[src/rtl/lagarto_plic_target.sv]
// PLIC target: latches gateway requests as pending, arbitrates by priority over a threshold, serves claim/complete.
// eip_o and claim response registered (one cycle); interrupt_complete_o re-opens a gateway only once its source is idle.
module lagarto_plic_target #(
    parameter int unsigned N_SOURCES  = 8,
    parameter int unsigned PRIO_WIDTH = 3,
    parameter int unsigned ID_WIDTH   = $clog2(N_SOURCES)
) (
    input  logic                             clk_i,
    input  logic                             rstn_i,
    input  logic [N_SOURCES-1:0]             interrupt_request_i,
    input  logic [N_SOURCES*PRIO_WIDTH-1:0]  priority_i,
    input  logic [PRIO_WIDTH-1:0]            threshold_i,
    input  logic                             claim_i,
    input  logic                             complete_i,
    input  logic [ID_WIDTH-1:0]              complete_id_i,
    output logic [ID_WIDTH-1:0]              claim_id_o,
    output logic                             claim_valid_o,
    output logic                             eip_o,
    output logic [N_SOURCES-1:0]             interrupt_complete_o
);

    // A source is IDLE when neither its pending nor its claimed bit is set.
    logic [N_SOURCES-1:0]  pend_q, pend_d;
    logic [N_SOURCES-1:0]  clmd_q, clmd_d;
    logic [N_SOURCES-1:0]  ic_q, ic_d;
    logic                  eip_q;
    logic [ID_WIDTH-1:0]   claim_id_q;
    logic                  claim_vld_q;

    logic [ID_WIDTH-1:0]   win_id;
    logic [PRIO_WIDTH-1:0] best_prio;
    logic                  any_elig;

    // Starting the running best at the threshold makes "priority > threshold" and
    // "priority 0 never wins" fall out; strict compare keeps the lowest ID on ties.
    always_comb begin
        win_id    = '0;
        best_prio = threshold_i;
        any_elig  = 1'b0;
        for (int i = 0; i < int'(N_SOURCES); i++) begin
            if (i != 0 && pend_q[i] && priority_i[i*PRIO_WIDTH +: PRIO_WIDTH] > best_prio) begin
                best_prio = priority_i[i*PRIO_WIDTH +: PRIO_WIDTH];
                win_id    = ID_WIDTH'(i);
                any_elig  = 1'b1;
            end
        end
    end

    always_comb begin
        pend_d = pend_q;
        clmd_d = clmd_q;
        for (int i = 0; i < int'(N_SOURCES); i++) begin
            if (i != 0 && !pend_q[i] && !clmd_q[i] && interrupt_request_i[i]) begin
                pend_d[i] = 1'b1;
            end
            if (claim_i && any_elig && win_id == ID_WIDTH'(i)) begin
                pend_d[i] = 1'b0;
                clmd_d[i] = 1'b1;
            end
            if (complete_i && clmd_q[i] && complete_id_i == ID_WIDTH'(i)) begin
                clmd_d[i] = 1'b0;
            end
        end
        pend_d[0] = 1'b0;
        clmd_d[0] = 1'b0;
        ic_d      = ~(pend_d | clmd_d);
    end

    always_ff @(posedge clk_i or negedge rstn_i) begin
        if (!rstn_i) begin
            pend_q      <= '0;
            clmd_q      <= '0;
            ic_q        <= '1;
            eip_q       <= 1'b0;
            claim_id_q  <= '0;
            claim_vld_q <= 1'b0;
        end else begin
            pend_q      <= pend_d;
            clmd_q      <= clmd_d;
            ic_q        <= ic_d;
            eip_q       <= any_elig;
            claim_vld_q <= claim_i;
            if (claim_i) begin
                claim_id_q <= win_id;
            end
        end
    end

    assign claim_id_o           = claim_id_q;
    assign claim_valid_o        = claim_vld_q;
    assign eip_o                = eip_q;
    assign interrupt_complete_o = ic_q;

endmodule

[config.mk]
export PLATFORM = sky130hd
export DESIGN_NAME = lagarto_plic_target
export DESIGN_NICKNAME = d
export VERILOG_FILES = /design/src/rtl/lagarto_plic_target.sv
export SDC_FILE = /design/constraint.sdc
export NUM_CORES = 1
export LEC_CHECK = 0
export BUFFER_PORTS_ARGS = -buffer_cell sky130_fd_sc_hd__buf_2
export CORE_ASPECT_RATIO = 2
export CORE_MARGIN = 4
export CORE_UTILIZATION = 35
export CTS_CLUSTER_DIAMETER = 40
export CTS_CLUSTER_SIZE = 28
export DETAILED_ROUTE_END_ITERATION = 7
export HOLD_SLACK_MARGIN = 0.08
export PLACE_DENSITY = 0.59
export SLEW_MARGIN = 20
export SYNTH_ARGS = -nofsm -noshare
export SYNTH_HDL_FRONTEND = slang
export SYNTH_SLANG_ARGS = --single-unit
[constraint.sdc]
create_clock -name clk_i -period 11.2 [get_ports clk_i]
set_input_delay 2.24 -clock clk_i [delete_from_list [all_inputs] [get_ports clk_i]]
set_output_delay 2.24 -clock clk_i [all_outputs]
set_load 0.005 [all_outputs]
## After elaboration in Yosys (flattened, before gate mapping)

Index checks and enable logic that the tools add are counted.

- Magnitude comparators: 7
- Muxes and demuxes: 48
- Bitwise gates (word level): 2
- Equal/unequal tests: 14
- Reductions and logical operators: 57

Operators by type and width:

| cell | count |
|---|---|
| $logic_and A1 B1 Y1 | 43 |
| $mux W1 | 36 |
| $mux W3 | 10 |
| $eq A3 B3 Y1 const B | 8 |
| $gt A3 B3 Y1 | 7 |
| $logic_not A1 Y1 | 14 |
| $eq A3 B2 Y1 const B | 4 |
| $not A8 Y8 | 1 |
| $or A8 B8 Y8 | 1 |
| $eq A3 B1 Y1 const B | 2 |
| $mux W2 | 2 |

- Register bits after elaboration: 27
- Word-level logic and storage cells: 134
- Input port bits: 42

## Logic depth before layout (Yosys ltp)

Gate-level depths: netlist of the first run.

- Word-level depth: 27
- Depth in mapped cells: 51

## Least setup slack after synthesis of the first run

Ideal clock, no wire load.

- Path kind: in2reg
- From: input threshold_i[2]
- To: register ic_q[3], in the netlist interrupt_complete_o[3]
- Arrival time: 11.105 ns
- Setup time: 0.073 ns
- Path slack: 0.022 ns
- Required time: 11.127 ns
- Stages: 51
- Cells stage by stage: inv_1 ha_1 o21a_1 nand2_1 nor2_1 mux2_2 ha_1 or3b_2 nand2_1 a21oi_1 a2111oi_1 o31a_1 nor2_1 ha_1 nor2_1 nand2_1 a211oi_1 o21ai_0 (+15 left out) o21ai_0 nand2_1 ha_1 nor2b_1 o21ai_0 nand2b_1 nand3_1 nor2_1 a31o_2 ha_1 nor2b_1 o21ai_0 a21oi_1 nor2_1 nand2_1 nor4_2 a21boi_1 o2bb2ai_1

- Cells in the longest elaborated chain, start to end: 27

RTL lines:

| item | RTL line | source |
|---|---|---|
| start: declaration | 12 | `input logic [PRIO_WIDTH-1:0] threshold_i,` |
| $gt A3 B3 Y1 | 41 | `if (i != 0 && pend_q[i] && priority_i[i*PRIO_WIDTH +: PRIO_WIDTH] > best_prio) begin` |
| $logic_and A1 B1 Y1 | 41 |  |
| $mux W3 | 41 |  |
| $gt A3 B3 Y1 | 41 |  |
| $logic_and A1 B1 Y1 | 41 |  |
| $mux W3 | 41 |  |
| $gt A3 B3 Y1 | 41 |  |
| $logic_and A1 B1 Y1 | 41 |  |
| (+12 left out) | - |  |
| $mux W3 or $mux W1 (tied branches) | 41 |  |
| $eq A3 B2 Y1 or $logic_and A1 B1 Y1 (tied branches) | 56 | `if (claim_i && any_elig && win_id == ID_WIDTH'(i)) begin` |
| $logic_and A1 B1 Y1 (*) | 56 |  |
| $mux W1 | 56 |  |
| $mux W1 | 60 | `if (complete_i && clmd_q[i] && complete_id_i == ID_WIDTH'(i)) begin` |
| $or A8 B8 Y8 (*) | 66 | `ic_d = ~(pend_d \| clmd_d);` |
| $not A8 Y8 (*) | 66 |  |
| via ic_d[3] | 25 | `logic [N_SOURCES-1:0] ic_q, ic_d;` |
| end signal: assignment | 80 | `ic_q <= ic_d;` |
| end: declaration | 25 |  |

Mark *: on every way through the listed nets, which the timed path passes. The rest lies on a longest branch.
A chain may end at the register's enable or synchronous reset.

## Final worst setup path of the first run

Ends and elaborated chain as after synthesis.

==> results by group, run 1 <==
Status
  – Result of the run: complete, no violations

Synth
  – Prevailing post-synth register cell: dfrtp_1
  – Post-synth top area share: 20.8%
  – Syn Nets: 339
  – Number of synthesized flops with an enable pin: 0
  – Synth warnings: 0
  – Count of distinct cell types in the synthesized netlist: 67
  – Dominant cell type by area after synthesis: dfrtp_1
  – Largest family of logic cells by synthesized area: compound AO/OA/AOI/OAI gates
  – FF+latch count, synth: 26
  – Complex-gate fraction of the synthesized area: 28.8%
  – Number of standard cells after synthesis: 284
  – Sequential area share after synthesis: 28.8%
  – Total standard cell area after synthesis: 2290 µm²
  – Synth async-reset ratio: 100%
  – Ranking of synthesized cells by area: dfrtp_1 21%, dfstp_2 8.0%, ha_1 7.1%
  – Post-Syn Area per Cell: 8.05 µm²
  – Adder-cell area share of the yosys netlist: 8.10%
  – Simple-gate portion of the synthesized area: 28.4%
  – Most common library cells after synthesis: 28 x nor2_1, 24 x a21oi_1, 23 x inv_1
  – Mux contribution to synthesized area: 0.492%
  – Library cell with the highest instance count after synthesis: nor2_1
  – Xor and xnor area share after synthesis: 0%

Worst setup path
  – Arrival time of the worst setup path: 10.82 ns
  – CP max-delay cell: or3b_4
  – Count of buffering cells on the critical path with inverters included: 4
  – Kind of capture point of the worst setup path: flip-flop
  – Endpoint of the lowest-slack register-to-register path: interrupt_complete_o[3]
  – Maximum fanout along the worst path: 4
  – Library cell appearing most often on the critical path: ha_1
  – Startpoint-to-endpoint class of the critical path: in2reg
  – Worst R2R Path Depth: 50
  – Slowest Stage Delay on Critical Path: 0.39 ns
  – Required time worst endpoint: 11.39 ns
  – Family with the most delay on the worst path: compound AO/OA/AOI/OAI gates
  – Sort of element at the start of the critical path: primary input
  – Setup slack of the most critical reg-to-reg path: 2.61 ns
  – Startpoint of the lowest-slack register-to-register path: pend_q[1]

Global routing
  – Largest net degree at the start of global routing: 27
  – Vias in the first global route: 2548
  – GR Overflow Total: 0
  – First-pass GRT wire length: 11200 µm
  – GRT Resource Usage Total: 17.5%
  – Number of antenna violations at the first check in global routing: 0

Detailed routing
  – Detailed Route Iter0 Violations: 123
  – Detailed-route via count: 2501
  – Routed WL per cell: 14.4 µm
  – DRC violation count after routing: 0
  – Number of antenna-violating nets in the routed design: 0
  – Post-detailed-routing wire length: 6820 µm
  – DR vias/cell: 5.29
  – Detailed-routing iteration count for the pre-antenna-repair pass: 4

Clock tree
  – Clock sinks: 26
  – CTS tree: done
  – Clock root buffer: clkbuf_16
  – CTS buffer count: 3
  – Maximum buffer depth of the clock tree: 2
  – H-Tree Depth: 1
  – Clk Latency, worst-skew pair: 0.26 ns
  – Reg clk slew, reported paths: 0.06 ns

Hold path
  – Number of cells traversed by the worst hold path: 1
  – Worst Hold Class: reg2reg
  – Endpoint with the worst hold slack: interrupt_complete_o[1]
  – Hold path startpoint: pend_q[1]

Timing
  – Slack of the critical path: 0.570 ns
  – Post-Route Setup TNS: 0 ns
  – Final hold viol count: 0
  – Setup Viol. Count Final: 0
  – Slew Limit Fails: 0
  – Least-Margin Pin Slew: 0.571 ns
  – Max-slew headroom at the worst pin: 61.9%
  – Fmax: 94.1 MHz
  – Final critical path time including I/O delays and setup: 10.63 ns
  – Final period util: 94.9%
  – Clock Skews: 0.00375 ns

Cells and area
  – Number of nets at the end of the flow: 443
  – Number of fillers in the final layout: 647
  – Final standard cell utilization of the core: 51.8%
  – Sequential Area: 659 µm²
  – Synth-to-layout area growth: 42.9%
  – Final instance count without filler cells: 473
  – Area occupied by multi-input gates: 1680 µm²
  – N_diodes: 0
  – Fraction of final layout cells sized beyond drive strength 1: 41.3%

Die
  – Die area: 7970 µm²
  – Core area: 6310 µm²
  – Die Ht: 122 µm
  – I/O pin count: 55
  – Starting Density: 36.2%
  – Horiz. Die Dim: 65.2 µm
  – Number of standard-cell rows in the floorplan: 41

Pwr
  – Worst IR Drop VDD: 0.105 mV
  – Leakage power: 1.52 nW
  – Total power after layout: 0.724 mW
  – Pwr/cell area: 221 nW/µm²

Job
  – Count of max-cap constraint violations: 0

Placement
  – Cell Count Post-Placement: 458
  – Port buffer count: 49
  – Detailed Place HPWL: 5610 µm
  – Final estimated routing congestion in global placement: 0.877
  – Pre-CTS worst setup slack: -0.589 ns
==> logic make-up (layout without fill, tap and decap cells) <==
kind of cell	Yosys count	in the layout
other cells	1	1
fa+ha+maj	15	15
compound gates	96	96
buf+inv	28	131
simple gates	117	117
flops	26	26
mux	1	1
==> how the worst max path moves through the flow <==
stage | end | cells after the start | from | slack (ns)
2_1_floorplan | interrupt_complete_o[3] | 51 | threshold_i[2] | 0.02
3_3_place_gp | interrupt_complete_o[5] | 53 | threshold_i[1] | -0.45
3_5_place_dp | interrupt_complete_o[3] | 53 | threshold_i[1] | -0.59
4_1_cts | interrupt_complete_o[3] | 53 | threshold_i[1] | 0.01
5_1_grt | interrupt_complete_o[3] | 53 | threshold_i[2] | -0.04
6_report | interrupt_complete_o[3] | 53 | threshold_i[2] | 0.57
==> metal layers <==
layer  vias up  global-route usage (%)  routed length, µm
li1       1255                       -                  -
met1      1180                    17.2               2350
met2        52                    35.2               4070
met3        14                    1.92                213
met4         0                    7.27                188
met5         -                       0                  0
==> where the power goes <==
group	switching, mW	internal [mW]
Combinational	0.230	0.249
Sequential	0.0330	0.133
Clock	0.0310	0.0487
==> state kept, by name, indices dropped and copies added, names as in the netlist <==
name / flops
interrupt_complete_o: 7
claim_id_o: 3
eip_o: 1
pend_q: 7
claim_valid_o: 1
clmd_q: 7
==> cells in the final DEF (no fill, tap or decap), types with 3 or more instances in the layout <==
| cell | synthesis | layout |
|---|---|---|
| buf_4 | 1 | 55 |
| buf_2 | 1 | 49 |
| nor2_1 | 28 | 26 |
| inv_1 | 23 | 23 |
| a21oi_1 | 24 | 21 |
| nand2_1 | 21 | 19 |
| dfrtp_1 | 19 | 19 |
| o21ai_0 | 14 | 10 |
| ha_1 | 13 | 10 |
| nand3_1 | 10 | 8 |
| nor2b_1 | 8 | 8 |
| o21a_1 | 7 | 7 |
| dfstp_2 | 7 | 7 |
| nor3_1 | 6 | 6 |
| and3_1 | 5 | 5 |
| nor4_1 | 5 | 4 |
| nand2b_1 | 4 | 4 |
| a21oi_2 | 1 | 4 |
| o21ai_2 | 0 | 3 |
| a211oi_1 | 4 | 3 |
| a221oi_1 | 4 | 3 |
| nor4_2 | 2 | 3 |
| a21boi_0 | 4 | 3 |
| a21o_1 | 3 | 3 |
| a31oi_1 | 3 | 3 |
| and2_1 | 4 | 3 |
| ha_4 | 0 | 3 |
| clkbuf_16 | 0 | 3 |
==> repair_timing <==
action	4_1_cts	5_1_grt
pin swaps	7	21
resized for setup	12	26
gates cloned	0	0
setup endpoints to repair	17	25
hold buffers	0	0
buffers inserted	5	6
==> layout make-up <==
class                           count  share of cell area (%)
Sequential cell                    26                    20.2
Timing Repair Buffer              104                    20.1
Inverter                           23                    2.64
Clock buffer                        4                    2.41
Tap cell                           86                    3.29
Multi-Input combinational cell    230                    51.4
==> metrics by stage <==
stage | instance area [µm²] | hold slack [ns]
after floorplan | 2290 | 0.412
after CTS | 3100 | 0.466
after global placement | 2940 | 0.450
final | 3270 | 0.465
after global routing | 3270 | 0.515
after detailed placement | 2940 | 0.456
Note: power is estimated with default switching activity, not from simulation.
==> run 2: changes to the inputs <==
- CORE_ASPECT_RATIO: 2 -> default
- RECOVER_POWER: default -> 50
==> run 2 against run 1 <==
Worst hold slack better by 0.024 ns. Global-route usage down 0.51 points. Fmax up 0.37%. Combinational power about the same. Critical path type unchanged. Sequential share of layout area up 0.41 points. Wire length down 5.5%. Final cell count down 2.3%.
==> results by group, run 2 (synthesis gave the netlist of run 1 again) <==
Status
  – Result of the run: complete, no violations

Die
  – Number of standard-cell rows in the floorplan: 29 (-29%)
  – Die area: 7890 µm² (-0.98%)
  – Core area: 6350 µm² (+0.63%)
  – Horiz. Die Dim: 88.8 µm (+36%)
  – I/O pin count: 55 (unchanged)
  – Die Ht: 88.8 µm (-27%)
  – Starting Density: 36.0% (-0.23 points)

Cells and area
  – Number of nets at the end of the flow: 441 (-0.45%)
  – Fraction of final layout cells sized beyond drive strength 1: 40.0% (-1.3 points)
  – Final standard cell utilization of the core: 50.5% (-1.4 points)
  – Number of fillers in the final layout: 600 (-7.3%)
  – Synth-to-layout area growth: 40.1%
  – N_diodes: 0 (unchanged)
  – Highest-count cells in the layout ignoring fill and taps: 53 x buf_4, 45 x buf_2, 25 x nor2_1
  – Most common cell after layout, fill and taps aside: buf_4

Placement
  – Final estimated routing congestion in global placement: 0.842 (-4.1%)
  – Port buffer count: 49 (unchanged)
  – Detailed Place HPWL: 5180 µm (-7.6%)

Global routing
  – First-pass GRT wire length: 10800 µm (-3.2%)
  – GR Overflow Total: 0 (unchanged)
  – Number of antenna violations at the first check in global routing: 0 (unchanged)
  – Largest net degree at the start of global routing: 27 (unchanged)
  – Vias in the first global route: 2429 (-4.7%)
  – GRT Resource Usage Total: 17.0% (-0.51 points)

Timing
  – Fmax: 94.4 MHz (+0.37%)
  – Least-Margin Pin Slew: 1.40 ns (+0.828 ns)
  – Final period util: 94.6% (-0.35 points)
  – Final critical path time including I/O delays and setup: 10.59 ns (-0.0393 ns)
  – Clock Skews: 0.00213 ns (-0.00162 ns)
  – Final hold viol count: 0 (unchanged)
  – Setup Viol. Count Final: 0 (unchanged)
  – Slew Limit Fails: 0 (unchanged)
  – WHS: 0.489 ns (+0.0244 ns)
  – Max-slew headroom at the worst pin: 6.75% (-55 points)

Detailed routing
  – Detailed-route via count: 2458 (-1.7%)
  – DRC violation count after routing: 0 (unchanged)
  – Number of antenna-violating nets in the routed design: 0 (unchanged)
  – Routed WL per cell: 14.0 µm (-3.2%)
  – Detailed-routing iteration count for the pre-antenna-repair pass: 4 (unchanged)
  – DR vias/cell: 5.32 (+0.62%)
  – Detailed Route Iter0 Violations: 105 (-15%)
  – Post-detailed-routing wire length: 6450 µm (-5.5%)

Hold path
  – Worst Hold Class: reg2reg
  – Hold path startpoint: clmd_q[6]
  – Endpoint with the worst hold slack: clmd_q[6]
  – Number of cells traversed by the worst hold path: 1 (unchanged)

Worst setup path
  – Startpoint-to-endpoint class of the critical path: in2reg
  – Sort of element at the start of the critical path: primary input
  – Endpoint of the lowest-slack register-to-register path: interrupt_complete_o[2]
  – Arrival time of the worst setup path: 10.79 ns (-0.03 ns)
  – Startpoint of the lowest-slack register-to-register path: pend_q[1]
  – Kind of capture point of the worst setup path: flip-flop
  – Required time worst endpoint: 11.40 ns (about the same)
  – Library cell appearing most often on the critical path: ha_1
  – Slowest Stage Delay on Critical Path: 0.48 ns (+0.09 ns)
  – Maximum fanout along the worst path: 4 (unchanged)
  – Worst R2R Path Depth: 50 (unchanged)
  – CP max-delay cell: or3b_2
  – Setup slack of the most critical reg-to-reg path: 2.56 ns (-0.05 ns)

Clock tree
  – Clock sinks: 26 (unchanged)
  – Reg clk slew, reported paths: 0.09 ns (+0.03 ns)
  – Clk Latency, worst-skew pair: 0.27 ns (about the same)
  – Clock root buffer: clkbuf_8
  – Maximum buffer depth of the clock tree: 2 (unchanged)
  – H-Tree Depth: 1 (unchanged)
  – CTS tree: done
  – CTS buffer count: 3 (unchanged)

Pwr
  – Pwr/cell area: 218 nW/µm² (-1.5%)
  – Leakage power: 1.48 nW (-2.4%)
  – Worst IR Drop VDD: 0.119 mV (+13%)
  – Total power after layout: 0.699 mW (-3.4%)

Job
  – Count of max-cap constraint violations: 0 (unchanged)
run 2: area by class of cell:
cell class                 instances  area [µm²]  area share, %
tap                               77        96.3           3.01
clock buffer                       4        55.1           1.72
inverter                          23        86.3           2.69
multi-input combinational        230        1670           52.1
sequential                        26         659           20.6
timing repair buffer             102         638           19.9
run 2: critical path: cells and delay by family:
family                     cells  cell delay [ns]
and+or+nand+nor               21             2.93
muxes                          1             0.33
adders and majority gates      7             1.77
buffers and inverters          5             0.62
AOI/OAI and AO/OA             19             2.89
run 2: how the worst max path moves through the flow:
| stage | startpoint | to | slack [ns] | depth (start not counted) |
|---|---|---|---|---|
| floorplan | threshold_i[2] | interrupt_complete_o[3] | 0.02 | 51 |
| global placement | threshold_i[1] | interrupt_complete_o[1] | -0.42 | 54 |
| detailed placement | threshold_i[1] | interrupt_complete_o[1] | -0.52 | 54 |
| CTS | threshold_i[1] | interrupt_complete_o[1] | 0.01 | 53 |
| global route | threshold_i[2] | interrupt_complete_o[1] | -0.02 | 53 |
| finish | threshold_i[1] | interrupt_complete_o[2] | 0.61 | 53 |
run 2: repair_timing:
action / 4_1_cts / 5_1_grt
setup buffers: 0 / 6
endpoints found under the setup margin: 16 / 25
resized for setup: 8 / 29
pin swaps: 3 / 17
hold buffers: 0 / 0
run 2: power breakdown:
part | switching [mW] | internal [mW] | leakage, nW
Sequential | 0.0303 | 0.132 | 0.277
Clock | 0.0288 | 0.0314 | 0.0288
Combinational | 0.231 | 0.245 | 1.17
run 2: per-stage QoR:
stage	area (µm²)	cells	worst slack (ns)	setup TNS, ns
final	3200	462	0.610	0
after global routing	3200	462	-0.0247	-0.0949
after CTS	3030	456	0.0102	0
after detailed placement	2950	452	-0.522	-7.16
after global placement	2950	452	-0.419	-4.82
after floorplan	2290	284	0.0219	0
run 2: per-layer routing:
| metal | up-vias | routed length (µm) | GRT usage [%] |
|---|---|---|---|
| li1 | 1257 | - | - |
| met1 | 1140 | 3050 | 23.7 |
| met4 | 0 | 92 | 4.81 |
| met5 | - | 0 | 0 |
| met3 | 6 | 213 | 1.12 |
| met2 | 55 | 3090 | 28.2 |
==> run 3: changes to the inputs <==
--- a/config.mk
+++ b/config.mk
@@ -13,4 +13,5 @@
 export DETAILED_ROUTE_END_ITERATION = 7
 export HOLD_SLACK_MARGIN = 0.08
+export MAX_ROUTING_LAYER = met4
 export PLACE_DENSITY = 0.59
 export RECOVER_POWER = 50
==> constraint.sdc (replaced) <==
create_clock -name clk_i -period 11.2 [get_ports clk_i]
set_input_delay 1.12 -clock clk_i [delete_from_list [all_inputs] [get_ports clk_i]]
set_output_delay 1.12 -clock clk_i [all_outputs]
set_load 0.005 [all_outputs]
==> run 3 against run 2 <==
Register-to-register slack worse by 0.70 ns. Combinational power down 22%. Fmax up 3.4%. Sequential cell count unchanged. Clock power down 12%. Total power down 16%. Final area down 14%.
==> results by group, run 3 (synthesis gave the netlist of run 1 again) <==
Worst setup path
  – Slowest Stage Delay on Critical Path: 0.49 ns (about the same)
  – Startpoint-to-endpoint class of the critical path: in2reg
  – CP max-delay cell: or3b_2
  – Kind of capture point of the worst setup path: flip-flop
  – Required time worst endpoint: 11.40 ns (about the same)
  – Sort of element at the start of the critical path: primary input
  – Maximum fanout along the worst path: 5 (+1)
  – Library cell appearing most often on the critical path: ha_1
  – Arrival time of the worst setup path: 10.44 ns (-0.35 ns)

Pwr
  – Pwr/cell area: 211 nW/µm² (-3.2%)
  – Total power after layout: 0.585 mW (-16%)
  – Relative contribution of sequential cells to total power: 27.7% (+4.4 points)
  – Leakage power: 1.25 nW (-16%)
  – Worst IR Drop VDD: 0.116 mV (-2.4%)
  – Power Internal: 0.329 mW (-20%)
  – Sw Share: 43.8% (+2.3 points)
  – Proportion of power drawn by combinational gates: 63.2% (-4.9 points)
  – Clock network fraction of total power: 9.1% (+0.5 points)
  – Switching power: 0.256 mW (-12%)

Detailed routing
  – DR vias/cell: 5.47 (+2.9%)
  – Routed WL per cell: 14.2 µm (+2.1%)
  – Detailed-route via count: 2304 (-6.3%)
  – Number of antenna-violating nets in the routed design: 0 (unchanged)
  – Post-detailed-routing wire length: 6000 µm (-7.0%)
  – DRC violation count after routing: 0 (unchanged)
  – Detailed-routing iteration count for the pre-antenna-repair pass: 4 (unchanged)
  – Detailed Route Iter0 Violations: 105 (unchanged)

Cells and area
  – Fraction of final layout cells sized beyond drive strength 1: 27.3% (-13 points)
  – Number of nets at the end of the flow: 400 (-9.3%)
  – Number of fillers in the final layout: 654 (+9.0%)
  – N_diodes: 0 (unchanged)
  – Synth-to-layout area growth: 21.1%
  – Highest-count cells in the layout ignoring fill and taps: 44 x buf_2, 28 x nor2_1, 23 x inv_1
  – Sequential Area: 659 µm² (unchanged)
  – Final instance count without filler cells: 421 (-8.9%)
  – Final standard cell utilization of the core: 43.6% (-6.8 points)
  – Most common cell after layout, fill and taps aside: buf_2
  – Area occupied by multi-input gates: 1550 µm² (-6.9%)

Timing
  – Max-slew headroom at the worst pin: 8.93% (+2.2 points)
  – Slew Limit Fails: 0 (unchanged)
  – Fmax: 97.6 MHz (+3.4%)
  – Setup Viol. Count Final: 0 (unchanged)
  – Final hold viol count: 0 (unchanged)
  – Clock Skews: 0.00579 ns (+0.00366 ns)
  – Final period util: 91.5% (-3.1 points)
  – Least-Margin Pin Slew: 1.37 ns (-0.0327 ns)
  – Final critical path time including I/O delays and setup: 10.25 ns (-0.345 ns)

Clock tree
  – Maximum buffer depth of the clock tree: 2 (unchanged)
  – H-Tree Depth: 1 (unchanged)
  – CTS buffer count: 3 (unchanged)
  – Clock root buffer: clkbuf_8
  – Buffers inserted during post-CTS setup optimization: 0 (unchanged)
  – Clk Latency, worst-skew pair: 0.27 ns (about the same)
  – Clock sinks: 26 (unchanged)
  – CTS tree: done
  – Reg clk slew, reported paths: 0.09 ns (about the same)

Global routing
  – Number of antenna violations at the first check in global routing: 0 (unchanged)
  – Vias in the first global route: 2231 (-8.2%)
  – GR Overflow Total: 0 (unchanged)
  – First-pass GRT wire length: 9920 µm (-8.2%)
  – GRT Resource Usage Total: 16.1% (-0.84 points)
  – Largest net degree at the start of global routing: 27 (unchanged)

Die
  – Number of standard-cell rows in the floorplan: 29 (unchanged)
  – Core area: 6350 µm² (unchanged)
  – Starting Density: 36.0% (unchanged)
  – Horiz. Die Dim: 88.8 µm (unchanged)
  – Die Ht: 88.8 µm (unchanged)
  – Die area: 7890 µm² (unchanged)
  – I/O pin count: 55 (unchanged)

Placement
  – Final estimated routing congestion in global placement: 0.879 (+4.5%)
  – Detailed Place HPWL: 4890 µm (-5.5%)
  – Cell Count Post-Placement: 417 (-7.7%)
  – Port buffer count: 49 (unchanged)

Status
  – Result of the run: complete, no violations

Hold path
  – Worst Hold Class: reg2reg

Job
  – Count of max-cap constraint violations: 0 (unchanged)
run 3: area by class of cell:
class | count | area share, %
Multi-Input combinational cell | 230 | 56.1
Sequential cell | 26 | 23.8
Clock buffer | 4 | 1.63
Timing Repair Buffer | 61 | 11.9
Inverter | 23 | 3.12
Tap cell | 77 | 3.48
run 3: final timing paths:
path | from | to | slack, ns | cells past startpoint
worst max-delay path | threshold_i[2] | interrupt_complete_o[1] | 0.95 | 52
worst min-delay path | claim_id_o[1] | claim_id_o[1] | 0.49 | 1
worst max register to register | pend_q[1] | interrupt_complete_o[1] | 1.86 | 49
worst min register to register | claim_id_o[1] | claim_id_o[1] | 0.49 | 1
max in group asynchronous | rstn_i | pend_q[5] | 9.26 | 1
min in group asynchronous | rstn_i | pend_q[4] | 1.15 | 1
run 3: routing by layer:
layer | vias to the layer above | wire, µm | GRT usage [%]
met4 | 0 | 62 | 4.12
met1 | 1076 | 2860 | 21.2
met2 | 44 | 2870 | 27.1
met3 | 5 | 204 | 0.838
li1 | 1179 | - | -
met5 | - | 0 | -
run 3: power by group through the flow:
| stage | clock network [mW] | logic [mW] | registers [mW] |
|---|---|---|---|
| final | 0.0531 | 0.370 | 0.162 |
| after detailed placement | 0 | 0.359 | 0.164 |
| after CTS | 0.0552 | 0.361 | 0.162 |
| after global placement | 0 | 0.353 | 0.163 |
| after floorplan | 0 | 0.253 | 0.153 |
| after global routing | 0.0580 | 0.418 | 0.168 |
run 3: critical path: cells and delay by family:
family,cells,cell delay (ns)
adders and majority gates,7,1.88
buffers and inverters,3,0.37
muxes,1,0.40
and+or+nand+nor,21,3.39
AOI/OAI and AO/OA,20,3.24
run 3: per-stage QoR:
step / worst slack, ns / hold WS, ns / setup TNS, ns / area [µm²]
final: 0.954 / 0.486 / 0 / 2770
after detailed placement: 0.373 / 0.464 / 0 / 2690
after floorplan: 1.14 / 0.412 / 0 / 2290
after CTS: 0.591 / 0.492 / 0 / 2730
after global routing: -0.0115 / 0.498 / -0.0115 / 2770
after global placement: 0.395 / 0.463 / 0 / 2690
run 3: repair_timing:
action | CTS | global route
gates resized for setup | 0 | 10
hold buffers | 0 | 0
setup endpoints to repair | 0 | 19
